$ cat src/rtl/mips_pkg.sv
// Shared types and constants for the MIPS writeback path.
//   REG_ADDR_W / XLEN / NUM_REGS : register-file geometry
//   wb_req_t                     : one pending register write {addr, data}
//   wb_starve_state_t            : starvation FSM states of the writeback arbiter
package mips_pkg;

  localparam int unsigned REG_ADDR_W = 5;
  localparam int unsigned XLEN       = 32;
  localparam int unsigned NUM_REGS   = 32;

  typedef struct packed {
    logic [REG_ADDR_W-1:0] addr;
    logic [XLEN-1:0]       data;
  } wb_req_t;

  typedef enum logic [1:0] {
    IDLE,
    WAIT,
    STALL
  } wb_starve_state_t;

endpackage

$ cat src/rtl/mips_wb_fifo.sv
// Small circular FIFO of pending long-latency register writes.
// Ports:
//   CLK, reset   : clock (rising edge), asynchronous active-high reset
//   push/push_req: enqueue one entry (ignored when full)
//   pop/head     : dequeue head entry (ignored when empty); head is the current oldest entry
//   full/empty   : occupancy flags derived from the registered count
//   entry_valid  : per-slot occupancy, for destination-register tracking
//   entry_addr   : per-slot destination register
module mips_wb_fifo
  import mips_pkg::*;
#(
  parameter int unsigned DEPTH = 4
) (
  input  logic                                 CLK,
  input  logic                                 reset,
  input  logic                                 push,
  input  wb_req_t                              push_req,
  input  logic                                 pop,
  output wb_req_t                              head,
  output logic                                 full,
  output logic                                 empty,
  output logic [DEPTH-1:0]                     entry_valid,
  output logic [DEPTH-1:0][REG_ADDR_W-1:0]     entry_addr
);

  localparam int unsigned PtrW = (DEPTH > 1) ? $clog2(DEPTH) : 1;
  localparam int unsigned CntW = PtrW + 1;

  wb_req_t          mem_q [DEPTH];
  logic [PtrW-1:0]  wr_ptr_q, rd_ptr_q;
  logic [CntW-1:0]  count_q;
  logic [DEPTH-1:0] valid_q;

  logic do_push, do_pop;

  assign full    = (count_q == CntW'(DEPTH));
  assign empty   = (count_q == '0);
  assign do_push = push && !full;
  assign do_pop  = pop && !empty;
  assign head    = mem_q[rd_ptr_q];

  // Pointers wrap naturally because DEPTH is a power of two.
  always_ff @(posedge CLK or posedge reset) begin
    if (reset) begin
      wr_ptr_q <= '0;
      rd_ptr_q <= '0;
      count_q  <= '0;
      valid_q  <= '0;
    end else begin
      if (do_pop) begin
        rd_ptr_q          <= rd_ptr_q + PtrW'(1);
        valid_q[rd_ptr_q] <= 1'b0;
      end
      if (do_push) begin
        wr_ptr_q          <= wr_ptr_q + PtrW'(1);
        valid_q[wr_ptr_q] <= 1'b1;
      end
      unique case ({do_push, do_pop})
        2'b10:   count_q <= count_q + CntW'(1);
        2'b01:   count_q <= count_q - CntW'(1);
        default: count_q <= count_q;
      endcase
    end
  end

  // Storage needs no reset: slots are only observed through valid_q.
  always_ff @(posedge CLK) begin
    if (do_push) begin
      mem_q[wr_ptr_q] <= push_req;
    end
  end

  assign entry_valid = valid_q;

  always_comb begin
    for (int i = 0; i < DEPTH; i++) begin
      entry_addr[i] = mem_q[i].addr;
    end
  end

endmodule

$ cat src/rtl/mips_wb_arbiter.sv
// Register-file write-port arbiter: sole writer of WriteAddress/RegWrite/DataIn.
// Merges the in-order pipeline result (fixed slot, always wins) with long-latency
// results buffered in a FIFO, and requests a pipeline bubble if the FIFO head keeps
// losing arbitration.
// Ports:
//   CLK, reset                  : clock (rising edge), asynchronous active-high reset
//   pri_valid/pri_addr/pri_data : pipeline result for this cycle
//   sec_valid/sec_ready         : long-latency handshake (sec_ready = FIFO not full)
//   sec_addr/sec_data           : long-latency result
//   stall_req                   : ask the pipeline for a bubble next cycle
//   WriteAddress/RegWrite/DataIn: registered register-file write port
//   pending_mask                : per-register "write still queued" bits
// Build option: define MIPS_WB_SCOREBOARD_EN to compute pending_mask from FIFO
// contents; otherwise pending_mask is constant zero.
module mips_wb_arbiter
  import mips_pkg::*;
#(
  parameter int unsigned DEPTH        = 4,
  parameter int unsigned STARVE_LIMIT = 8
) (
  input  logic                  CLK,
  input  logic                  reset,
  input  logic                  pri_valid,
  input  logic [REG_ADDR_W-1:0] pri_addr,
  input  logic [XLEN-1:0]       pri_data,
  input  logic                  sec_valid,
  output logic                  sec_ready,
  input  logic [REG_ADDR_W-1:0] sec_addr,
  input  logic [XLEN-1:0]       sec_data,
  output logic                  stall_req,
  output logic [REG_ADDR_W-1:0] WriteAddress,
  output logic                  RegWrite,
  output logic [XLEN-1:0]       DataIn,
  output logic [NUM_REGS-1:0]   pending_mask
);

  localparam int unsigned CntW = $clog2(STARVE_LIMIT + 1);

  wb_req_t                          push_req, head;
  logic                             fifo_full, fifo_empty;
  logic                             push, pop, pri_win, lose;
  logic [DEPTH-1:0]                 entry_valid;
  logic [DEPTH-1:0][REG_ADDR_W-1:0] entry_addr;

  // Zero-address results never write; secondary ones are still accepted.
  assign pri_win   = pri_valid && (pri_addr != '0);
  assign sec_ready = !fifo_full;
  assign push      = sec_valid && !fifo_full && (sec_addr != '0);
  // pop sees the registered empty flag, so a fresh push is never popped in its own cycle
  assign pop       = !pri_win && !fifo_empty;
  assign lose      = pri_win && !fifo_empty;

  assign push_req.addr = sec_addr;
  assign push_req.data = sec_data;

  mips_wb_fifo #(
    .DEPTH (DEPTH)
  ) u_fifo (
    .CLK         (CLK),
    .reset       (reset),
    .push        (push),
    .push_req    (push_req),
    .pop         (pop),
    .head        (head),
    .full        (fifo_full),
    .empty       (fifo_empty),
    .entry_valid (entry_valid),
    .entry_addr  (entry_addr)
  );

  // Write port
  logic [REG_ADDR_W-1:0] wa_q;
  logic                  rw_q;
  logic [XLEN-1:0]       di_q;

  always_ff @(posedge CLK or posedge reset) begin
    if (reset) begin
      wa_q <= '0;
      rw_q <= 1'b0;
      di_q <= '0;
    end else if (pri_win) begin
      wa_q <= pri_addr;
      rw_q <= 1'b1;
      di_q <= pri_data;
    end else if (pop) begin
      wa_q <= head.addr;
      rw_q <= 1'b1;
      di_q <= head.data;
    end else begin
      rw_q <= 1'b0;
    end
  end

  assign WriteAddress = wa_q;
  assign RegWrite     = rw_q;
  assign DataIn       = di_q;

  // Starvation FSM: cnt_q counts consecutive lost cycles since leaving IDLE.
  wb_starve_state_t state_q, state_d;
  logic [CntW-1:0]  cnt_q, cnt_d;

  always_ff @(posedge CLK or posedge reset) begin
    if (reset) begin
      state_q <= IDLE;
      cnt_q   <= '0;
    end else begin
      state_q <= state_d;
      cnt_q   <= cnt_d;
    end
  end

  always_comb begin
    state_d = state_q;
    cnt_d   = cnt_q;
    unique case (state_q)
      IDLE: begin
        if (lose) begin
          if (STARVE_LIMIT == 1) begin
            state_d = STALL;
          end else begin
            state_d = WAIT;
            cnt_d   = CntW'(1);
          end
        end
      end
      WAIT: begin
        if (lose) begin
          if (cnt_q == CntW'(STARVE_LIMIT - 1)) begin
            state_d = STALL;
          end else begin
            cnt_d = cnt_q + CntW'(1);
          end
        end else begin
          // head popped or FIFO drained
          state_d = IDLE;
          cnt_d   = '0;
        end
      end
      STALL: begin
        // a primary write during STALL is a pipeline protocol violation; keep asking
        if (!pri_win) begin
          state_d = IDLE;
          cnt_d   = '0;
        end
      end
      default: begin
        state_d = IDLE;
        cnt_d   = '0;
      end
    endcase
  end

  always_comb begin
    stall_req = (state_q == STALL);
  end

`ifdef MIPS_WB_SCOREBOARD_EN
  logic [NUM_REGS-1:0] mask_d, mask_q;

  always_comb begin
    mask_d = '0;
    for (int i = 0; i < DEPTH; i++) begin
      if (entry_valid[i]) begin
        mask_d[entry_addr[i]] = 1'b1;
      end
    end
  end

  always_ff @(posedge CLK or posedge reset) begin
    if (reset) begin
      mask_q <= '0;
    end else begin
      mask_q <= mask_d;
    end
  end

  assign pending_mask = mask_q;
`else
  logic unused_sb;
  assign unused_sb    = ^{entry_valid, entry_addr};
  assign pending_mask = '0;
`endif

endmodule

$ cat config.mk
export PLATFORM = sky130hd
export DESIGN_NAME = mips_wb_arbiter
export DESIGN_NICKNAME = d
export VERILOG_FILES = /design/src/rtl/mips_pkg.sv /design/src/rtl/mips_wb_fifo.sv /design/src/rtl/mips_wb_arbiter.sv
export SDC_FILE = /design/constraint.sdc
export NUM_CORES = 1
export LEC_CHECK = 0
export ABC_CLOCK_PERIOD_IN_PS = 2150
export CAP_MARGIN = 15
export CORE_UTILIZATION = 47
export CTS_CLUSTER_DIAMETER = 120
export CTS_CLUSTER_SIZE = 24
export DETAILED_ROUTE_END_ITERATION = 12
export HOLD_SLACK_MARGIN = 0.1
export PLACE_DENSITY = 0.76
export SYNTH_ARGS = -nofsm -noshare
export SYNTH_HDL_FRONTEND = slang
export SYNTH_SLANG_ARGS = --single-unit
$ cat constraint.sdc
create_clock -name CLK -period 2.15 [get_ports CLK]
set_input_delay 0.645 -clock CLK [delete_from_list [all_inputs] [get_ports CLK]]
set_output_delay 0.645 -clock CLK [all_outputs]
set_load 0.02 [all_outputs]
==> out/results.ini, run 1 <==
[detailed_routing]
drtPass1Iterations = 5
drtIter0Drc = 250
routed_wl_um = 16270
route.vias.total = 4664
postRouteAntennaNets = 0
vias_per_cell = 5.270
route.detailed.drc = 0
wire_per_inst_um = 18.38

[sta]
relSlewSlack = 0.6175
tns_ns = -0.8928
tightest_slew_ns = 0.5737
final_max_slew_viol_count = 0
finalSetupViolations = 53
fin_crit_sh = 1.044
finalHoldViolations = 0
fmax_ghz = 0.4455
rsz0062_at_grt = true
final.setup_skew_ns = 0.005077
setup_slack_ns = -0.09466
period_minus_slack_ns = 2.245

[global_route]
met2_usage = 0.3232
grt_max_degree = 38
gr-total-overflow = 0
grt_pass1_vias = 4920
met1_usage = 0.2521
busiest_layer = met2
grt_usage = 0.1987
antenna_found_initial = 1
grt_pass1_wl_um = 25940
use_met3 = 0.06398

[run_status]
status = finished, violations left
violations = negative setup slack

[finish]
final_util = 0.6144
diodes = 0
drive_above_1_share = 0.2030
fin_nets = 737
area_growth_pct = 27.05

[power]
powerDensity_nw_per_um2 = 1254
power_frac_comb = 0.332
switching_power_mw = 4.031
intPower_mw = 8.833
ir_drop_v = 0.0006567
pwr-share-seq = 0.435
finalPower_mw = 12.86
switching_share = 0.3134
p_leak_nw = 3.835
power_frac_clock = 0.233

[critical_path]
critPathArrivalTime_ns = 2.60
path_class = input port to register
crit_path_end_kind = register
cp_max_fo = 2
worstPathRequired_ns = 2.51
worstSetupStartpointType = input port

[logic_synthesis]
synth-edff-count = 148
syn_avg_cell_area_sq_um = 16.12
ys_warn_count = 0
async_flop_share = 0.2563
ys_ff_latch = 199
syn_inst = 501
seq_area_frac_synth = 0.7083
synth-main-ff-cell = edfxtp_1
synthDistinctLibCells = 39
synth.cell_area_sq_um = 8076

[floorplan]
die_area_sq_um = 17710
dieWidth_um = 133.1
num_rows = 47
dieHeight_um = 133.1
ioPinCount = 150
core-area_sq_um = 16700
initial_core_util = 0.4836

[place]
gp_congestion = 0.7262
port_buffers = 117
post-dp-hpwl_um = 10380
pre_cts_slack_ns = -0.9394

[cts]
htree_levels = 4
cts_sinks = 199
cts_buffer_depth = 2
worstSkewPairLatency_ns = 0.43
numCtsBuffers = 17
cts_tree = yes
path_clk_slew_ns = 0.07
cts-root-buf = clkbuf_16
ctsHoldBuffers = 0

[flow_run]
drv_cap = 0

[worst_hold_path]
hold_path_class = input port to register

-- through the flow --
| stage | instances | hold WS [ns] | cell area [sq um] |
|---|---|---|---|
| 4_1_cts | 885 | 0.4042 | 10250 |
| 3_3_place_gp | 843 | 0.5051 | 9619 |
| 5_1_grt | 885 | 0.4379 | 10260 |
| 6_report | 885 | 0.4169 | 10260 |
| 3_5_place_dp | 843 | 0.5306 | 9619 |
| 2_1_floorplan | 532 | 0.4921 | 8205 |
-- area by class of cell --
type / count / area (sq um)
clock buffers: 20 / 456.7
clock inverters: 12 / 105.1
fillers: 1247 / 6440
inverters: 8 / 30.03
multi-input cells: 270 / 2131
flip-flops and latches: 199 / 5724
well taps: 220 / 275.3
repair buffers: 156 / 1539
-- flip-flops by register name, summed over array words and instances (netlist names) --
signal / flops
WriteAddress: 5
state_q: 2
RegWrite: 1
DataIn: 32
u_fifo.mem_q: 148
cnt_q: 4
u_fifo.count_q: 3
u_fifo.rd_ptr_q: 2
u_fifo.wr_ptr_q: 2
-- Yosys cell counts, drive strengths merged, types with 2 or more instances --
| cell type | count | area [sq um] |
|---|---|---|
| a31oi | 33 | 206.5 |
| and2 | 4 | 25.02 |
| buf | 46 | 317.8 |
| clkbuf | 10 | 37.54 |
| dfrtp | 51 | 1276 |
| edfxtp | 148 | 4444 |
| ha | 6 | 75.07 |
| inv | 8 | 30.03 |
| mux2 | 2 | 22.52 |
| mux2i | 6 | 60.06 |
| mux4 | 37 | 833.3 |
| nand2 | 70 | 262.8 |
| nand3 | 3 | 15.01 |
| nand3b | 2 | 15.01 |
| nor2 | 37 | 138.9 |
| nor2b | 5 | 31.28 |
| o211a | 3 | 30.03 |
| o21ai | 7 | 46.30 |
| or3 | 2 | 12.51 |
| or4 | 2 | 18.77 |
| xnor2 | 3 | 26.28 |
| xor2 | 3 | 26.28 |
-- kinds of logic (layout without fill, tap and decap cells) --
logic type      Yosys count  count (layout)  share of synthesized area
simple gates            127             128                    0.06661
buf+inv                  64             196                    0.04771
other cells               1              32                  0.0004643
xor+xnor                  6               6                   0.006508
fa+ha+maj                 7               7                    0.01177
flops                   199             199                     0.7083
compound gates           52              52                    0.04524
mux                      45              45                     0.1134
-- placed cells by master, fill, tap and decap left out, types with 6 or more instances in the layout --
master and n:
edfxtp_1 148, clkdlybuf4s50_1 106, nand2_1 70, dfrtp_1 48, mux4_2 37, nor2_1 36, a31oi_1 33, conb_1 32
buf_4 31, clkbuf_16 17, buf_12 7, inv_1 6, mux2i_1 6, o21ai_0 6
-- what timing repair did --
item,4_1_cts,5_1_grt
setup endpoints to repair,153,8
gates cloned,0,1
gates resized for setup,34,7
pin swaps,9,11
buffers inserted,10,2
-- final timing paths --
path,start,cells past startpoint,slack (ns),end
worst min register to register,u_fifo.count_q[0]$_DFFE_PP0P_,1,0.53,u_fifo.count_q[0]$_DFFE_PP0P_
max in group asynchronous,reset,3,1.06,DataIn[21]$_DFFE_PP0P_
worst max-delay path,pri_addr[1],10,-0.09,u_fifo.count_q[2]$_DFFE_PP0P_
worst max register to register,u_fifo.count_q[1]$_DFFE_PP0P_,7,0.02,u_fifo.mem_q[0][2]$_DFFE_PP_
min in group asynchronous,reset,2,0.56,u_fifo.rd_ptr_q[1]$_DFFE_PP0P_
worst min-delay path,pri_addr[4],3,0.42,WriteAddress[4]$_DFFE_PP0P_
-- layer usage --
| layer | part of all wire | vias up |
|---|---|---|
| li1 | - | 2120 |
| met1 | 0.44 | 2361 |
| met2 | 0.49 | 160 |
| met3 | 0.060 | 21 |
| met4 | 0.011 | 2 |
| met5 | 0.00068 | - |
-- worst max-delay path, cell delays in order --
cell,delay [ns]
buf_6,0.09
or4_4,0.53
o21a_1,0.21
nor2_2,0.12
ha_2,0.21
inv_2,0.04
fa_2,0.33
xor2_1,0.15
nor2_1,0.11
xor2_1,0.15
-- power by group through the flow --
stage	clock network, mW	logic, mW	registers, mW
finish	2.99	4.27	5.60
global placement	0	4.11	5.59
detailed placement	0	4.22	5.67
CTS	3.05	4.33	5.62
floorplan	0	2.43	5.81
global route	3.19	4.64	5.70
Power figures use the tool's default switching activity.
==> run 2, diff against run 1 <==
ABC_CLOCK_PERIOD_IN_PS = 2100   (was 2150)
CORE_UTILIZATION = 50   (was 47)
PLACE_DENSITY = 0.77   (was 0.76)
clock period = 2.1 ns   (was 2.15 ns; I/O delays follow)
==> out/results.ini, run 2 (synthesis results as in run 1) <==
[finish]
diodes = 0  ; unchanged
largest_reg_flops = 148  ; unchanged
fin_nets = 727  ; was 737
drive_above_1_share = 0.1908  ; was 0.2030
final_cells = 871  ; was 885
fin_area_sq_um = 10170  ; was 10260 sq um
fillCellCount = 1117  ; was 1247
most-common-layout-cells = edfxtp_1 (148), clkdlybuf4s50_1 (105), nand2_1 (70)  ; was edfxtp_1 (148), clkdlybuf4s50_1 (106), nand2_1 (70)
largest_register = u_fifo.mem_q  ; unchanged
layout_commonest_cell = edfxtp_1  ; unchanged
area_growth_pct = 25.93  ; was 27.05%

[sta]
final.setup_skew_ns = 0.005984  ; was 0.005077 ns
fmax_ghz = 0.4590
tightest_slew_ns = 0.5806  ; was 0.5737 ns
rsz0062_at_grt = true  ; unchanged
final_max_slew_viol_count = 0  ; unchanged
fin_crit_sh = 1.037
finalSetupViolations = 1  ; was 53
setup_slack_ns = -0.07842  ; was -0.09466 ns
period_minus_slack_ns = 2.178
finalHoldViolations = 0  ; unchanged
tns_ns = -0.07842  ; was -0.8928 ns
relSlewSlack = 0.6129  ; was 0.6175

[run_status]
status = finished, violations left  ; unchanged
violations = negative setup slack  ; unchanged

[detailed_routing]
postRouteAntennaNets = 0  ; unchanged
drtPass1Iterations = 5  ; unchanged
vias_per_cell = 5.247  ; was 5.270
wire_per_inst_um = 18.03  ; was 18.38 um
route.vias.total = 4570  ; was 4664
routed_wl_um = 15700  ; was 16270 um
drtIter0Drc = 282  ; was 250
route.detailed.drc = 0  ; unchanged

[critical_path]
crit_buf_inv = 2  ; unchanged
cp_max_fo = 4  ; was 2
worstSetupStartpointType = input port  ; unchanged
cp_cell_sequence = buf_6 -> or4_4 -> o21a_4 -> nor2_4 -> ha_4 -> inv_2 -> fa_2 -> xor2_1 -> nor2_1 -> xor2_1  ; was buf_6 -> or4_4 -> o21a_1 -> nor2_2 -> ha_2 -> inv_2 -> fa_2 -> xor2_1 -> nor2_1 -> xor2_1
worstPathRequired_ns = 2.45  ; was 2.51 ns
cpMostUsedCell = xor2_1  ; unchanged
slowest_stage = or4_4  ; unchanged
path_class = input port to register  ; unchanged
crit_family = simple AND/OR/NAND/NOR gates  ; unchanged
cp_slowest_stage_delay_ns = 0.53  ; about the same
critPathArrivalTime_ns = 2.53  ; was 2.60 ns
crit_path_end_kind = register  ; unchanged

[floorplan]
ioPinCount = 150  ; unchanged
initial_core_util = 0.5103  ; was 0.4836
die_area_sq_um = 16670  ; was 17710 sq um
dieHeight_um = 129.1  ; was 133.1 um
core-area_sq_um = 15830  ; was 16700 sq um
num_rows = 46  ; was 47
dieWidth_um = 129.1  ; was 133.1 um

[cts]
worstSkewPairLatency_ns = 0.43  ; about the same
htree_levels = 4  ; unchanged
cts-root-buf = clkbuf_16  ; unchanged
cts_tree = yes  ; unchanged
cts_sinks = 199  ; unchanged
path_clk_slew_ns = 0.06  ; was 0.07 ns
numCtsBuffers = 17  ; unchanged
cts_buffer_depth = 2  ; unchanged

[power]
powerDensity_nw_per_um2 = 1281  ; was 1254 nW/um^2
p_leak_nw = 3.787  ; was 3.835 nW
ir_drop_v = 0.0007434  ; was 0.0006567 V

[place]
gp_congestion = 0.7379  ; was 0.7262
port_buffers = 117  ; unchanged
place_area_sq_um = 9569  ; was 9619 sq um
post-dp-hpwl_um = 9938  ; was 10380 um
dpl.cell_count = 833  ; was 843

[global_route]
grt_max_degree = 52  ; was 38
gr-total-overflow = 0  ; unchanged
grt_pass1_wl_um = 24740  ; was 25940 um
grt_usage = 0.2055  ; was 0.1987
antenna_found_initial = 0  ; was 1
grt_pass1_vias = 4738  ; was 4920

[worst_hold_path]
hold_path_class = input port to register  ; unchanged

[flow_run]
drv_cap = 0  ; unchanged

==> run 2: cell count changes in the layout (fill, tap and decap cells not counted), moves of 2 or more <==
| cell | delta |
|---|---|
| clkinv_2 | -2 |
| dlygate4sd2_1 | -2 |
| buf_4 | -8 |
| clkbuf_2 | +3 |
| clkinv_1 | +2 |
| buf_6 | -2 |
==> run 2: routing by layer <==
| metal | global-route usage | vias up | routed length (um) |
|---|---|---|---|
| met3 | 0.05450 | 24 | 842 |
| met5 | 0 | - | 0 |
| met1 | 0.2554 | 2297 | 6403 |
| li1 | - | 2095 | - |
| met4 | 0.07474 | 0 | 240 |
| met2 | 0.3494 | 154 | 8215 |
==> run 2: what timing repair did <==
item | in CTS | in global routing
endpoints found under the setup margin | 162 | 6
pin swaps | 9 | 8
buffers inserted | 4 | 2
gates resized for setup | 38 | 10
hold buffers | 0 | 0
==> run 2: where the power goes <==
group	switching [mW]	internal (mW)
clock network	1.36	1.66
registers	0.417	5.25
logic	2.29	2.06
==> run 2: through the flow <==
stage | utilization | setup WS, ns | power [mW] | hold WS, ns
after floorplan | - | -0.4816 | 8.431 | 0.4921
after global placement | 0.6046 | -0.9525 | 9.898 | 0.5060
after detailed placement | 0.6046 | -1.021 | 10.08 | 0.5313
after CTS | 0.6418 | -0.1675 | 13.16 | 0.4019
after global routing | 0.6426 | -0.08733 | 13.72 | 0.4215
final | 0.6426 | -0.07842 | 13.03 | 0.4239
==> run 2: path summary, 6_finish.rpt <==
| path | cells after the start | from | slack (ns) | to |
|---|---|---|---|---|
| worst max-delay path | 10 | pri_addr[2] | -0.08 | u_fifo.count_q[2]$_DFFE_PP0P_ |
| worst min-delay path | 3 | pri_addr[4] | 0.42 | WriteAddress[4]$_DFFE_PP0P_ |
| worst max register to register | 5 | u_fifo.count_q[1]$_DFFE_PP0P_ | 0.19 | u_fifo.mem_q[3][26]$_DFFE_PP_ |
| worst min register to register | 2 | DataIn[27]$_DFFE_PP0P_ | 0.53 | DataIn[27]$_DFFE_PP0P_ |
| max in group asynchronous | 3 | reset | 1.26 | u_fifo.rd_ptr_q[1]$_DFFE_PP0P_ |
| min in group asynchronous | 3 | reset | 0.58 | WriteAddress[1]$_DFFE_PP0P_ |
==> run 2: area by class of cell <==
| type | count | area, sq um | area share |
|---|---|---|---|
| Clock inverter | 12 | 103.9 | 0.01021 |
| Timing Repair Buffer | 147 | 1456 | 0.1432 |
| Multi-Input combinational cell | 269 | 2141 | 0.2105 |
| Clock buffer | 20 | 446.7 | 0.04392 |
| Sequential cell | 199 | 5723 | 0.5627 |
| Tap cell | 216 | 270.3 | 0.02657 |
| Inverter | 8 | 30.03 | 0.002952 |
==> run 2: tightest hold or removal path, delay by kind of cell <==
| family | cells | cell delay (ns) |
|---|---|---|
| buffers and inverters | 1 | 0.07 |
| and+or+nand+nor | 1 | 0.04 |
| AOI/OAI and AO/OA | 1 | 0.07 |
==> run 3, diff against run 2 <==
CAP_MARGIN = 20   (was 15)
CTS_CLUSTER_SIZE = 14   (was 24)
==> results of run 3 <==
Same layout as run 2: the final DEF is identical, and so are final timing and power.
